**src/rtl/io_read_buffer_pkg.sv**
```systemverilog
// Shared I/O read-buffer definitions: default sizes and the lowest-set-bit
// port selector used to arbitrate a multi-hot active vector.
package io_read_buffer_pkg;

  localparam int unsigned DEFAULT_WORD_WIDTH = 36;
  localparam int unsigned DEFAULT_PORT_COUNT = 8;
  localparam int unsigned MAX_PORT_COUNT     = 64;

  // Index of the lowest set bit; returns 0 for an all-zero vector.
  function automatic int unsigned lowest_set_index(input logic [MAX_PORT_COUNT-1:0] vec);
    int unsigned idx;
    idx = 0;
    for (int i = MAX_PORT_COUNT - 1; i >= 0; i--) begin
      if (vec[i]) idx = 32'(i);
    end
    return idx;
  endfunction

endpackage

```
**src/rtl/io_read_buffer_entry.sv**
```systemverilog
// One port of the I/O read buffer: a single-entry holding register with
// its occupancy flag. Ready is kept as a register so it never depends on
// the datapath select.
module io_read_buffer_entry
  import io_read_buffer_pkg::*;
#(
  parameter int unsigned WORD_WIDTH = DEFAULT_WORD_WIDTH
) (
  input  logic                  clock,
  input  logic                  reset,
  input  logic                  fill_valid,
  input  logic [WORD_WIDTH-1:0] fill_data,
  input  logic                  consume,
  output logic                  ready,
  output logic                  full,
  output logic [WORD_WIDTH-1:0] data
);

  logic fill_c;

  assign fill_c = fill_valid && ready;
  assign full   = !ready;

  // Occupancy: a fill is only taken while empty, a consume only while full.
  always_ff @(posedge clock or posedge reset) begin
    if (reset) begin
      ready <= 1'b1;
    end else if (fill_c) begin
      ready <= 1'b0;
    end else if (consume && !ready) begin
      ready <= 1'b1;
    end
  end

  // Word storage; contents are meaningless while the entry is empty.
  always_ff @(posedge clock) begin
    if (fill_c) data <= fill_data;
  end

endmodule

```
**src/rtl/io_read_buffer.sv**
```systemverilog
// I/O read buffer: PORT_COUNT one-entry buffers filled from the external
// side and drained one word per cycle by the datapath's active select.
// The lowest set active bit wins; an empty selected port reports a miss.
// Optional macro IO_READ_MISS_COUNT_EN adds a saturating miss counter.
module io_read_buffer
  import io_read_buffer_pkg::*;
#(
  parameter int unsigned WORD_WIDTH       = DEFAULT_WORD_WIDTH,
  parameter int unsigned PORT_COUNT       = DEFAULT_PORT_COUNT,
  parameter int unsigned MISS_COUNT_WIDTH = 16
) (
  input  logic                             clock,
  input  logic                             reset,
  input  logic [PORT_COUNT-1:0]            active,
  input  logic [PORT_COUNT*WORD_WIDTH-1:0] in_data,
  input  logic [PORT_COUNT-1:0]            in_valid,
  output logic [PORT_COUNT-1:0]            in_ready,
  output logic [WORD_WIDTH-1:0]            read_data,
  output logic                             read_valid,
`ifdef IO_READ_MISS_COUNT_EN
  output logic [MISS_COUNT_WIDTH-1:0]      miss_count,
`endif
  output logic                             read_miss
);

  localparam int unsigned SEL_WIDTH = (PORT_COUNT > 1) ? $clog2(PORT_COUNT) : 1;

  logic [PORT_COUNT-1:0] full;
  logic [PORT_COUNT-1:0] consume;
  logic [WORD_WIDTH-1:0] held [PORT_COUNT];
  logic [SEL_WIDTH-1:0]  sel_c;
  logic                  any_active_c;
  logic                  hit_c;
  logic                  miss_c;

  // Per-port single-entry buffers.
  for (genvar i = 0; i < PORT_COUNT; i++) begin : g_entry
    io_read_buffer_entry #(
      .WORD_WIDTH (WORD_WIDTH)
    ) u_entry (
      .clock      (clock),
      .reset      (reset),
      .fill_valid (in_valid[i]),
      .fill_data  (in_data[i*WORD_WIDTH +: WORD_WIDTH]),
      .consume    (consume[i]),
      .ready      (in_ready[i]),
      .full       (full[i]),
      .data       (held[i])
    );
  end

  // Arbitrate the active vector and decide hit or miss for the served port.
  always_comb begin
    sel_c        = SEL_WIDTH'(lowest_set_index(MAX_PORT_COUNT'(active)));
    any_active_c = |active;
    hit_c        = any_active_c && full[sel_c];
    miss_c       = any_active_c && !full[sel_c];
    consume      = '0;
    if (hit_c) consume[sel_c] = 1'b1;
  end

  // Registered read response, one cycle after the access.
  always_ff @(posedge clock or posedge reset) begin
    if (reset) begin
      read_valid <= 1'b0;
      read_miss  <= 1'b0;
      read_data  <= '0;
    end else begin
      read_valid <= hit_c;
      read_miss  <= miss_c;
      read_data  <= hit_c ? held[sel_c] : '0;
    end
  end

`ifdef IO_READ_MISS_COUNT_EN
  // Saturating miss counter, updated on the same edge that raises read_miss.
  always_ff @(posedge clock or posedge reset) begin
    if (reset) begin
      miss_count <= '0;
    end else if (miss_c && (miss_count != '1)) begin
      miss_count <= miss_count + MISS_COUNT_WIDTH'(1);
    end
  end
`endif

endmodule

```
**config.mk**
```make
export PLATFORM = sky130hd
export DESIGN_NAME = io_read_buffer
export DESIGN_NICKNAME = d
export VERILOG_FILES = /design/src/rtl/io_read_buffer_pkg.sv /design/src/rtl/io_read_buffer_entry.sv /design/src/rtl/io_read_buffer.sv
export SDC_FILE = /design/constraint.sdc
export NUM_CORES = 1
export LEC_CHECK = 0
export ABC_AREA = 1
export BUFFER_PORTS_ARGS = -buffer_cell sky130_fd_sc_hd__buf_2
export CAP_MARGIN = 20
export CORE_UTILIZATION = 51
export DETAILED_ROUTE_END_ITERATION = 8
export PLACE_DENSITY = 0.76
export SLEW_MARGIN = 10
export SYNTH_ARGS = -nofsm -noshare
export SYNTH_HDL_FRONTEND = slang
export SYNTH_SLANG_ARGS = --single-unit
```
**constraint.sdc**
```tcl
create_clock -name clock -period 2.07 [get_ports clock]
set_clock_uncertainty 0.15 [all_clocks]
set_input_delay 0.621 -clock clock [delete_from_list [all_inputs] [get_ports clock]]
set_output_delay 0.621 -clock clock [all_outputs]
set_load 0.01 [all_outputs]
```
==> summary.txt <==
Placement
  – Placement Setup Slack: -320.0 ps
  – Placed insts: about 1400
  – Final HPWL DP: roughly 23 mm
  – Final Wtd Congestion: 0.8585
  – Buffers added on ports: about 350
  – Cell Area, Placed: 14650 um^2

Timing
  – Worst slew pin tran: ~300 ps
  – Max Clk Rate: 503.9 MHz
  – Final setup fails: 0
  – Tcrit/Tclk final: a little over nine tenths
  – Slew Limit Fails: 0
  – RSZ-0062 raised after global routing: no
  – Hold Slack: 15.41 ps
  – Fin Setup TNS: 0 ps
  – Setup ws final: roughly 85 ps
  – Final hold violation count: 0
  – Worst relative slew slack: 79.69%
  – Min cycle time layout: approximately 2000 ps

Floorplanning
  – Die Width: around 160 um
  – # IOs: 352
  – Die height: around 160 um
  – Die Area: around 24000 um^2
  – Core ar.: 22920 um^2
  – Row cnt: 55
  – Initial core utilization: between 50% and 60%

Clock network
  – CTS root buffer: clkbuf_16
  – Clock sinks: around 330
  – CTS Buf Count: 35
  – Clock Latency Late Sink: 510 ps
  – Clk slew on worst S/H paths: around 60 ps
  – CTS H-tree depth: 2
  – Post_cts resized: 0
  – Max Root-Sink Buffers: 3
  – # Post-CTS Setup Buffers: 0
  – TritonCTS clock tree: done
  – # hold bufs at CTS: 0

Cells and area
  – Fin util: about 69%
  – Area Growth Syn to Fin: 30.72%
  – Final Instance Count excl. Fillers: ~1500
  – Multi-input combinational cell area: approximately 1900 um^2
  – Final nets: between 1000 and 1500
  – Sequential cell area: about 9800 um^2
  – Fill count: ~1600
  – Final Cell Area: between 15000 and 20000 um^2
  – Fraction of layout cells with a size suffix above 1: 43.36%

Critical path
  – Worst path top cell family by delay: flip-flops
  – Max stage delay on crit path: 580 ps
  – Start of the worst register-to-register path: g_entry[5].u_entry.ready
  – Worst setup startpoint: g_entry[4].u_entry.ready
  – CP Data Arrival Time: between 1000 and 1500 ps
  – CP Capture Type: primary output
  – Slowest-stage cell, CP: dfstp_2
  – Req. time, crit path: roughly 1300 ps
  – R2R cell count: 3
  – Worst path cell trace: buf_2
  – Startpoint Class: flop
  – Reg2Reg Capture Point: g_entry[5].u_entry.data[31]
  – Reg2reg setup slack: about 540 ps
  – Crit path kind: reg -> out
  – Crit path depth: 1
  – CP Max Fanout: 4
  – Worst setup path endpoint: in_ready[4]
  – Buf/Inv on CP: 1

GRT
  – Grt ovf: 0
  – Largest net degree at the start of global routing: 47
  – Antenna violations before repair: 5
  – Global-route wire length before repair: between 50 and 60 mm
  – Number of global-route vias before repair: ~8700
  – GRT Total Usage: roughly 29%

Synthesis
  – Synth area leader: edfxtp_1
  – Synth cell types: 27
  – Post-synth EDFFs: roughly 290
  – Synth top cells by count: edfxtp_1 (288), o22ai_1 (144), nor2_1 (84)
  – Sequential share of the synthesized area: approximately 81%
  – Number of synthesized register bits: 334
  – Synth async-reset ratio: between 10 and 15%
  – Most common cell in the netlist: edfxtp_1
  – Yosys warnings: 0
  – Post-Syn Instances: between 700 and 800
  – Synthesized netlist net count: between 1000 and 1500
  – Top post-synthesis cells by area: edfxtp_1 (72%), dfrtp_1 (7.9%), o22ai_1 (7.5%)
  – Synth top area share: between 70% and 80%
  – Synthesized cell area: approximately 12000 um^2
  – Avg Inst Size Synth: around 16 um^2
  – Most used flip-flop cell after synthesis: edfxtp_1

Route
  – M1 WL: ~13 mm
  – DRC violations left: 0
  – Met2 WL: 17.46 mm
  – 1st-pass router iterations: 5
  – WL final: about 35 mm
  – Vias/cell: roughly 5.5
  – Top Layer Used: met4
  – Initial DRC count: between 500 and 600
  – Met3 wire len: about 3 mm
  – Final ANT Viol Nets: 0
  – Wirelength per Cell: approximately 23 um
  – Via count: between 8000 and 9000

Power and ir drop
  – Clock power share: between 30% and 40%
  – Total power draw: 18.07 mW
  – PwrDens: 1144 nW/um^2
  – Leak: around 6.3 nW
  – VDD IR max: around 1.0 mV
  – Sw frac: between 20% and 30%
  – NetSw: around 4.7 mW
  – Internal power: about 13 mW
  – Sequential Power Share: between 50% and 60%
  – Logic pwr share: ~16%

Hold path
  – Worst hold-check path type: in -> async

Flow run
  – Max_cap viols: 0

Status
  – Status: complete, no violations
## power groups by stage
stage / Sequential [mW] / Clock, mW / Combinational, mW
2_1_floorplan: 9.20 / 0 / 1.28
3_3_place_gp: 9.11 / 0 / 2.84
3_5_place_dp: 9.16 / 0 / 2.92
4_1_cts: 9.03 / 6.18 / 2.92
5_1_grt: 9.11 / 6.45 / 3.11
6_report: 9.03 / 6.14 / 2.91
## kinds of logic (layout without fill, tap and decap cells)
family                 after synthesis  in the layout  synth area share [%]
and+or+nand+nor                    201            201                 7.924
buffers and inverters               72            500                 2.942
other                                0              5                     0
DFF                                334            334                 81.21
AOI/OAI and AO/OA                  155            155                 7.924
## per-layer routing
metal | GRT usage (%) | vias up
li1 | - | 3687
met1 | 37.89 | 4020
met2 | 49.11 | 512
met3 | 5.444 | 89
met4 | 11.72 | 0
met5 | 0 | -
## final cells by class
class                   instances  area share (%)
diodes                          5         0.07924
clock buffers                  51           6.379
clock inverters                13          0.7686
inverters                      37          0.8954
multi-input cells             356           12.12
flip-flops and latches        334           62.12
well taps                     313           2.480
repair buffers                399           15.15
## registers in the layout, indices dropped and copies added, names as in the netlist
name and count:
g_entry.u_entry.data 288, g_entry.u_entry.ready 8, read_data 36, read_miss 1, read_valid 1
## worst min-delay path by stage
stage | start | slack, ps | to
2_1_floorplan | g_entry[7].u_entry.ready | 310 | g_entry[7].u_entry.ready
3_3_place_gp | g_entry[2].u_entry.ready | 330 | g_entry[2].u_entry.ready
3_5_place_dp | g_entry[2].u_entry.ready | 340 | g_entry[2].u_entry.ready
4_1_cts | reset | 10 | read_data[17]
5_1_grt | reset | 20 | read_data[8]
6_report | reset | 20 | read_data[17]
## layout by cell type (no fill, tap or decap), drive strengths merged
master | netlist | final
a21oi | 9 | 9
nor3 | 1 | 1
dfstp | 8 | 8
diode | 0 | 5
o22ai | 144 | 144
edfxtp | 288 | 288
buf | 35 | 399
bufinv | 0 | 2
dfrtp | 38 | 38
nor2 | 117 | 117
o21ai | 1 | 1
a31oi | 1 | 1
nand4 | 11 | 11
nand2 | 65 | 65
clkbuf | 0 | 51
nand3 | 6 | 6
and2 | 1 | 1
clkinv | 1 | 11
inv | 36 | 37
Power figures use the tool's default switching activity.
